## config.mk

```make
export PLATFORM = sky130hd
export DESIGN_NAME = hyper_rx_upsizer
export DESIGN_NICKNAME = d
export VERILOG_FILES = /design/src/rtl/hyper_rx_pkg.sv /design/src/rtl/hyper_rx_skid.sv /design/src/rtl/hyper_rx_upsizer.sv
export SDC_FILE = /design/constraint.sdc
export NUM_CORES = 1
export LEC_CHECK = 0
export ABC_AREA = 1
export CORE_MARGIN = 2
export CORE_UTILIZATION = 25
export CTS_BUF_LIST = sky130_fd_sc_hd__clkbuf_16
export DETAILED_ROUTE_END_ITERATION = 8
export PLACE_DENSITY_LB_ADDON = 0.15
export RECOVER_POWER = 50
export SLEW_MARGIN = 15
export SYNTH_ARGS = -nofsm -noshare
export SYNTH_HDL_FRONTEND = slang
export SYNTH_SLANG_ARGS = --single-unit
```

## constraint.sdc

```tcl
create_clock -name clk_i -period 1.5 [get_ports clk_i]
set_input_delay 0.3 -clock clk_i [delete_from_list [all_inputs] [get_ports clk_i]]
set_output_delay 0.3 -clock clk_i [all_outputs]
set_load 0.005 [all_outputs]
```

## src/rtl/hyper_rx_pkg.sv

```systemverilog
// rtl/hyper_rx_pkg.sv - shared types for the HyperBus read-data packer
package hyper_rx_pkg;

  localparam int unsigned RxDataWidth = 64;

  typedef enum logic [1:0] {
    IDLE,
    COLLECT,
    DRAIN
  } rx_state_e;

  typedef struct packed {
    logic [RxDataWidth-1:0] data;
    logic                   last;
    logic                   error;
  } rx_beat_t;

  // Lane counter width; a single-lane packer still needs one bit.
  function automatic int unsigned lane_width(input int unsigned ratio);
    return (ratio > 1) ? $clog2(ratio) : 1;
  endfunction

endpackage

```

## src/rtl/hyper_rx_skid.sv

```systemverilog
// rtl/hyper_rx_skid.sv - one-entry valid/ready skid buffer for packed read beats
module hyper_rx_skid
  import hyper_rx_pkg::*;
#(
  parameter type beat_t = rx_beat_t
) (
  input  logic  clk_i,
  input  logic  rst_ni,
  input  logic  valid_i,
  output logic  ready_o,
  input  beat_t beat_i,
  output logic  valid_o,
  input  logic  ready_i,
  output beat_t beat_o
);

  logic  full_q;
  beat_t skid_q;

  assign ready_o = !full_q;
  assign valid_o = full_q || valid_i;
  assign beat_o  = full_q ? skid_q : beat_i;

  always_ff @(posedge clk_i) begin
    if (!rst_ni) begin
      full_q <= 1'b0;
      skid_q <= '0;
    end else if (!full_q && valid_i && !ready_i) begin
      full_q <= 1'b1;
      skid_q <= beat_i;
    end else if (full_q && ready_i) begin
      full_q <= 1'b0;
    end
  end

endmodule

```

## src/rtl/hyper_rx_upsizer.sv

```systemverilog
// rtl/hyper_rx_upsizer.sv - packs HyperBus PHY read words into AXI R beats
// HYPER_RX_UPSIZER_SKID_EN: skid stage after the output register, phy_ready_o fully registered.
module hyper_rx_upsizer
  import hyper_rx_pkg::*;
#(
  parameter int unsigned AxiDataWidth = 64,
  parameter int unsigned NumPhys      = 2,
  localparam int unsigned PhyW        = 16 * NumPhys,
  localparam int unsigned OffW        = $clog2(AxiDataWidth / 8)
) (
  input  logic                    clk_i,
  input  logic                    rst_ni,
  input  logic                    trx_valid_i,
  output logic                    trx_ready_o,
  input  logic [OffW-1:0]         trx_offset_i,
  input  logic [7:0]              trx_len_i,
  input  logic                    phy_valid_i,
  output logic                    phy_ready_o,
  input  logic [PhyW-1:0]         phy_data_i,
  input  logic                    phy_error_i,
  output logic                    r_valid_o,
  input  logic                    r_ready_i,
  output logic [AxiDataWidth-1:0] r_data_o,
  output logic                    r_last_o,
  output logic                    r_error_o
);

  localparam int unsigned Ratio     = AxiDataWidth / PhyW;
  localparam int unsigned LaneW     = lane_width(Ratio);
  localparam int unsigned ByteShift = $clog2(PhyW / 8);
  localparam logic [LaneW-1:0] LastLane = LaneW'(Ratio - 1);

  typedef struct packed {
    logic [AxiDataWidth-1:0] data;
    logic                    last;
    logic                    error;
  } beat_t;

  if (Ratio < 1 || (Ratio & (Ratio - 1)) != 0 || Ratio * PhyW != AxiDataWidth) begin : g_bad_ratio
    $error("hyper_rx_upsizer: AxiDataWidth/PhyW must be a power of two and at least 1");
  end

  rx_state_e               state_q, state_d;
  logic [LaneW-1:0]        lane_q, start_lane;
  logic [7:0]              beats_left_q;
  logic                    err_acc_q;
  logic [AxiDataWidth-1:0] acc_q, acc_d;
  int unsigned             lane_base;
  beat_t                   beat_q;
  logic                    beat_valid_q;
  logic                    out_ready, slot_free;
  logic                    trx_fire, phy_fire, beat_done;
  logic [OffW-1:0]         offset_words;
  logic                    unused_offset;

  assign offset_words  = trx_offset_i >> ByteShift;
  assign unused_offset = ^offset_words;
  assign start_lane    = (Ratio == 1) ? '0 : offset_words[LaneW-1:0];

  assign slot_free   = !beat_valid_q || out_ready;
  assign trx_ready_o = rst_ni && (state_q == IDLE);
  assign phy_ready_o = (state_q == COLLECT) && (slot_free || lane_q != LastLane);
  assign trx_fire    = trx_valid_i && trx_ready_o;
  assign phy_fire    = phy_valid_i && phy_ready_o;
  assign beat_done   = phy_fire && (lane_q == LastLane);

  // The final lane goes straight into the output beat via acc_d.
  always_comb begin
    lane_base = 32'(lane_q) * PhyW;
    acc_d     = acc_q;
    acc_d[lane_base +: PhyW] = phy_data_i;
  end

  always_comb begin
    state_d = state_q;
    unique case (state_q)
      IDLE:    if (trx_fire) state_d = COLLECT;
      COLLECT: if (beat_done && beats_left_q == 8'd0) state_d = DRAIN;
      DRAIN:   if (r_valid_o && r_ready_i && r_last_o) state_d = IDLE;
      default: state_d = IDLE;
    endcase
  end

  always_ff @(posedge clk_i) begin
    if (!rst_ni) begin
      state_q      <= IDLE;
      lane_q       <= '0;
      beats_left_q <= 8'd0;
      err_acc_q    <= 1'b0;
      acc_q        <= '0;
    end else begin
      state_q <= state_d;
      if (trx_fire) begin
        lane_q       <= start_lane;
        beats_left_q <= trx_len_i;
        err_acc_q    <= 1'b0;
      end else if (phy_fire) begin
        acc_q <= acc_d;
        if (beat_done) begin
          lane_q    <= '0;
          err_acc_q <= 1'b0;
          if (beats_left_q != 8'd0) beats_left_q <= beats_left_q - 8'd1;
        end else begin
          lane_q    <= lane_q + LaneW'(1);
          err_acc_q <= err_acc_q | phy_error_i;
        end
      end
    end
  end

  // A beat only completes when the output slot is free, so a stalled beat is never overwritten.
  always_ff @(posedge clk_i) begin
    if (!rst_ni) begin
      beat_valid_q <= 1'b0;
      beat_q       <= '0;
    end else if (beat_done) begin
      beat_valid_q <= 1'b1;
      beat_q       <= '{data: acc_d, last: (beats_left_q == 8'd0), error: err_acc_q | phy_error_i};
    end else if (beat_valid_q && out_ready) begin
      beat_valid_q <= 1'b0;
    end
  end

`ifdef HYPER_RX_UPSIZER_SKID_EN
  beat_t r_beat;

  hyper_rx_skid #(
    .beat_t (beat_t)
  ) u_skid (
    .clk_i   (clk_i),
    .rst_ni  (rst_ni),
    .valid_i (beat_valid_q),
    .ready_o (out_ready),
    .beat_i  (beat_q),
    .valid_o (r_valid_o),
    .ready_i (r_ready_i),
    .beat_o  (r_beat)
  );

  assign r_data_o  = r_beat.data;
  assign r_last_o  = r_beat.last;
  assign r_error_o = r_beat.error;
`else
  assign out_ready = r_ready_i;
  assign r_valid_o = beat_valid_q;
  assign r_data_o  = beat_q.data;
  assign r_last_o  = beat_q.last;
  assign r_error_o = beat_q.error;
`endif

endmodule
```

# After elaboration in Yosys (flattened, before gate mapping)
# Index checks and enable logic that the tools add are counted.
dict set report totals {
  register_bits 143
  output_inout_bits 69
}
dict set report op_classes {
  addsub 3
  eq_ne 5
  shifts 2
  n_mux 15
  bitwise_logic 4
  reduce_logical 22
}
# op n
set ops {}
lappend ops {{$bwmux W64} 1}
lappend ops {{$shift A32 B34 Y64 const A} 1}
lappend ops {{$shiftx A32 B34 Y64} 1}
lappend ops {{$neg A6 Y34} 1}
lappend ops {{$mux W8} 4}
lappend ops {{$logic_and A1 B1 Y1} 8}
lappend ops {{$logic_not A8 Y1} 1}
lappend ops {{$reduce_bool A2 Y1} 4}
lappend ops {{$reduce_bool A8 Y1} 1}
lappend ops {{$sub A8 B1 Y8 const B} 1}
lappend ops {{$mux W1} 6}
lappend ops {{$mux W2} 3}
lappend ops {{$pmux W2 S3} 1}
lappend ops {{$reduce_and A3 Y1} 2}
lappend ops {{$ne A2 B2 Y1 const B} 2}
lappend ops {{$not A1 Y1} 3}
lappend ops {{$eq A2 B1 Y1 const B} 1}
lappend ops {{$eq A2 B2 Y1 const B} 1}
lappend ops {{$logic_not A2 Y1} 1}
lappend ops {{$logic_or A1 B1 Y1} 2}
lappend ops {{$ne A2 B1 Y1 const B} 1}
lappend ops {{$reduce_and A2 Y1} 1}
lappend ops {{$reduce_or A2 Y1} 1}
lappend ops {{$add A1 B1 Y1 const B} 1}
lappend ops {{other kinds (2)} 2}

# Depth between registers and ports, before layout
dict set report depth {
  word_depth 9
  mapped_depth 9
  ltp_nobuf 8
}

# Worst setup path before layout
# Ideal clock, no wire load.
dict set report synth_timing {
  kind {register to register}
  from {register state_q[0]}
  to {register beat_q (netlist bit r_data_o[0])}
  arrival_time_ps 1148
  slack_ps 233
  stages_incl_launch_ff 8
  n_path_buf 2
  synth_period_minus_slack_ps 1267
  path_cell_list {dfxtp_1 -> inv_2 -> nor2_4 -> nand4_4 -> buf_6 -> buf_4 -> o21ai_0 -> a21oi_1}
}
dict set report synth_via {
  elab_chain_cells 4
}
# element line
set synth_lines {}
lappend synth_lines {{start: declaration} hyper_rx_upsizer.sv:43} ;# rx_state_e state_q, state_d;
lappend synth_lines {{start signal: assignment} hyper_rx_upsizer.sv:92} ;# state_q <= state_d;
lappend synth_lines {{$eq A2 B1 Y1} hyper_rx_upsizer.sv:62} ;# assign phy_ready_o = (state_q == COLLECT) && (slot_free || lane_q != LastLane);
lappend synth_lines {{$logic_and A1 B1 Y1} hyper_rx_upsizer.sv:62}
lappend synth_lines {{$logic_and A1 B1 Y1} hyper_rx_upsizer.sv:64} ;# assign phy_fire = phy_valid_i && phy_ready_o;
lappend synth_lines {{$logic_and A1 B1 Y1} hyper_rx_upsizer.sv:65} ;# assign beat_done = phy_fire && (lane_q == LastLane);
lappend synth_lines {{end signal: assignment} hyper_rx_upsizer.sv:118} ;# beat_q <= '{data: acc_d, last: (beats_left_q == 8'd0), error: err_acc_q | phy_error_i};
lappend synth_lines {{end: declaration} hyper_rx_upsizer.sv:49} ;# beat_t beat_q;
# No other way between the ends.
# A chain may end at the register's enable or synchronous reset.

# Final worst setup path
dict set report layout_timing {
  from {register state_q[1]}
  to {register beat_q (netlist bit r_data_o[38])}
}
# The elaborated chain is that of the path after synthesis.

==> key figures <==
Timing
  • Worst slew pin tran: 0.542 ns
  • Fin crit period: 1.47 ns
  • Final Cycle Share: between 90% and 100%
  • RSZ-0062 raised after global routing: yes
  • Setup Skew: just over 0.006 ns
  • Fin. max-slew vios: 0
  • Worst Hold Slack: between 0.3 and 0.4 ns
  • Fin Setup TNS: 0 ns
  • Relative slew slack: 63.9%
  • Max frequency: between 600 and 700 MHz
  • Final Setup Violations: 0
  • Hold Vio Cnt, Final: 0

Global routing
  • Met1 usage: ~17%
  • Gr ovfl total: 0
  • First-pass GRT wire length: between 15 and 20 mm
  • Met2 GRT Util: about a fifth
  • Via count of the first global-routing pass: 3,809
  • Antenna violations before repair: 0
  • Met3 Use GR: between 3 and 4%
  • Total track usage: around an eighth
  • Largest net degree at the start of global routing: 47
  • Busiest grt layer: met2

Yosys
  • Largest area contributor in the netlist: dfxtp_1
  • Synth top area share: roughly half
  • Asr flop ratio synth: 0%
  • Synth Cell Area: 4330 sq um
  • Syn_nets: 610
  • Post-Syn Area per Cell: 7.75 sq um
  • Synth Flop Type: dfxtp_1
  • Sequential area share after synthesis: about half
  • Synth unique cells: 26
  • Gate Count Post-Synth: ~560
  • Synth Warn #: 0
  • Largest cells by area after synthesis: dfxtp_1 51%, nor2_1 12%, o21ai_0 8.4%, inv_1 7.0%, a211oi_1 5.4%
  • Post-synth EDFFs: 0
  • Seq cells post-synth: about 110

Detailed routing
  • First-pass DRT Iterations: 4
  • Number of DRC markers in iteration 0: approximately 220
  • Routed Antenna Nets: 0
  • Post-route DRC: 0
  • Avg WL per Cell: approximately 13 microns
  • Routed via count: slightly below 4,000
  • Final wirelength: roughly 12 mm
  • Via density: 4.28

Pwr
  • Sw frac: around a quarter
  • Internal power: 4.68 mW
  • Gate power share: 10.9%
  • Pwr per Cell Area: 972 nW/um^2
  • Tot Pwr: between 6 and 7 mW
  • Sequential power share: between 40% and 50%
  • Maximum VDD drop: approximately 520 uV
  • Clock power frac: between 30% and 40%
  • NetSw: approximately 1.5 mW
  • Pleak: between 3 and 4 nW

Placement
  • GP Congestion: between 0.7 and 0.8
  • Port Buffers: 115
  • DP Cell Count: around 890
  • HPWL after DPL: roughly 8.0 mm

CTS
  • CTS clock-pin slew for the worst setup and hold paths: approximately 0.080 ns
  • Inserted Clock Buffers: 9
  • Post-CTS Hold Fix Bufs: 0
  • CTS Buffer Depth: 2
  • Clock sinks: about 110
  • Clk_lat worst skew: 0.35 ns
  • H-Tree Level Count: 3
  • CTS tree: built
  • Root buffer cell: clkbuf_16

Hold path
  • Hold Crit Class: primary input to register

Cells and area
  • Finished Layout Cells: 907
  • Share of cells above drive strength 1: 14.5%
  • Area growth syn-to-layout: 47.4%
  • Ant. Diodes: 0
  • Most frequent cells in the layout: 123 x nor2_1, 95 x dfxtp_1, 79 x inv_1
  • Nets: approximately 730
  • Leading cell type in the layout, fill and taps excluded: nor2_1

Run
  • Max-cap violations: 0

Die
  • Die area: 18,400 sq um
  • Io pins: between 100 and 150
  • Chip height: roughly 140 microns
  • Core area: 17,100 sq um
  • Row count: 48
  • Initial Util: between 20 and 30%
  • Die width: ~140 microns

Worst setup path
  • CP Capture Type: register
  • Critical path arrival: between 1.5 and 2 ns
  • Setup CP Type: register to register
  • Req. time, crit path: between 1.5 and 2 ns
  • Max FO, Critical Path: 32
  • Critical Path Source Type: register

Outcome
  • Status: completed
==> area by class of cell <==
class / instances / area [sq um]
Fill cell: 1776 / 10700
Sequential cell: 111 / 2240
Multi-Input combinational cell: 328 / 1710
Timing Repair Buffer: 143 / 1520
Inverter: 84 / 328
Tap cell: 225 / 282
Clock buffer: 9 / 225
Clock inverter: 7 / 72.6
==> final timing paths <==
check                                  from      endpoint  slack, ns  cells after the start
worst max register to register   state_q[1]  r_data_o[38]       0.03                      6
worst max-delay path             state_q[1]  r_data_o[38]       0.03                      6
worst min register to register  r_data_o[5]   r_data_o[5]       0.44                      2
worst min-delay path              r_ready_i     r_valid_o       0.35                      4
==> flip-flops by register name, indices dropped and copies added (netlist names) <==
signal        count
r_data_o         64
acc_q            32
beats_left_q      8
state_q           2
err_acc_q         1
lane_q            1
r_error_o         1
r_last_o          1
r_valid_o         1
==> routing by layer <==
layer	vias to the layer above	wire length (microns)
li1	2025	-
met1	1776	5770
met2	73	5300
met3	10	477
met4	0	127
met5	-	0
==> through the flow <==
stage	util [%]	instance area (sq um)	worst slack (ns)
finish	37.3	6380	0.0287
CTS	35.8	6130	-0.00742
floorplan	-	4330	0.233
detailed placement	34.1	5840	-0.396
global placement	34.1	5840	-0.390
global route	37.3	6380	-0.0859
==> worst max-delay path, cell delays in order (launching register included) <==
cell and delay [ns]:
dfxtp_2 0.35, nor2_4 0.13, buf_6 0.11, nand4_4 0.17
buf_6 0.20, buf_12 0.16, a211oi_1 0.23
==> timing repair <==
| item | CTS | global route |
|---|---|---|
| pin swaps | 1 | 11 |
| gates resized for setup | 74 | 95 |
| buffers inserted | 2 | 0 |
| setup endpoints to repair | 61 | 123 |
| cloned | 0 | 3 |
| hold endpoints to repair | 0 | 0 |
==> power groups by stage <==
stage	sequential (mW)	combinational [mW]	clock, mW
final	3.10	0.679	2.43
after global routing	3.11	0.765	2.68
after CTS	3.09	0.640	2.54
after detailed placement	3.16	0.643	0
after global placement	3.16	0.635	0
after floorplan	3.15	0.315	0
==> kinds of logic (layout without fill, tap and decap cells) <==
| kind of cell | after synthesis | in the layout | share of synthesized area (%) |
|---|---|---|---|
| AO/OA/AOI/OAI | 150 | 150 | 19.5 |
| XOR/XNOR | 1 | 1 | 0.202 |
| adder cells (fa/ha/maj) | 2 | 2 | 0.578 |
| buffers and inverters | 120 | 243 | 11.8 |
| flip-flops | 111 | 111 | 51.3 |
| AND/OR/NAND/NOR | 175 | 175 | 16.6 |
==> cells in the mapped netlist (2+ instances only) <==
cell type / number
nand3_1: 10
ha_1: 2
nand4_1: 3
o21ai_0: 73
nor3_1: 3
nor2_4: 2
inv_2: 3
dfxtp_1: 111
buf_2: 9
a211oi_1: 31
nor2_1: 133
nand2_2: 2
o21ai_1: 4
clkbuf_1: 19
inv_1: 81
buf_6: 6
nand2_1: 20
a21oi_1: 39
No activity file was read; power rests on OpenSTA's default activity.
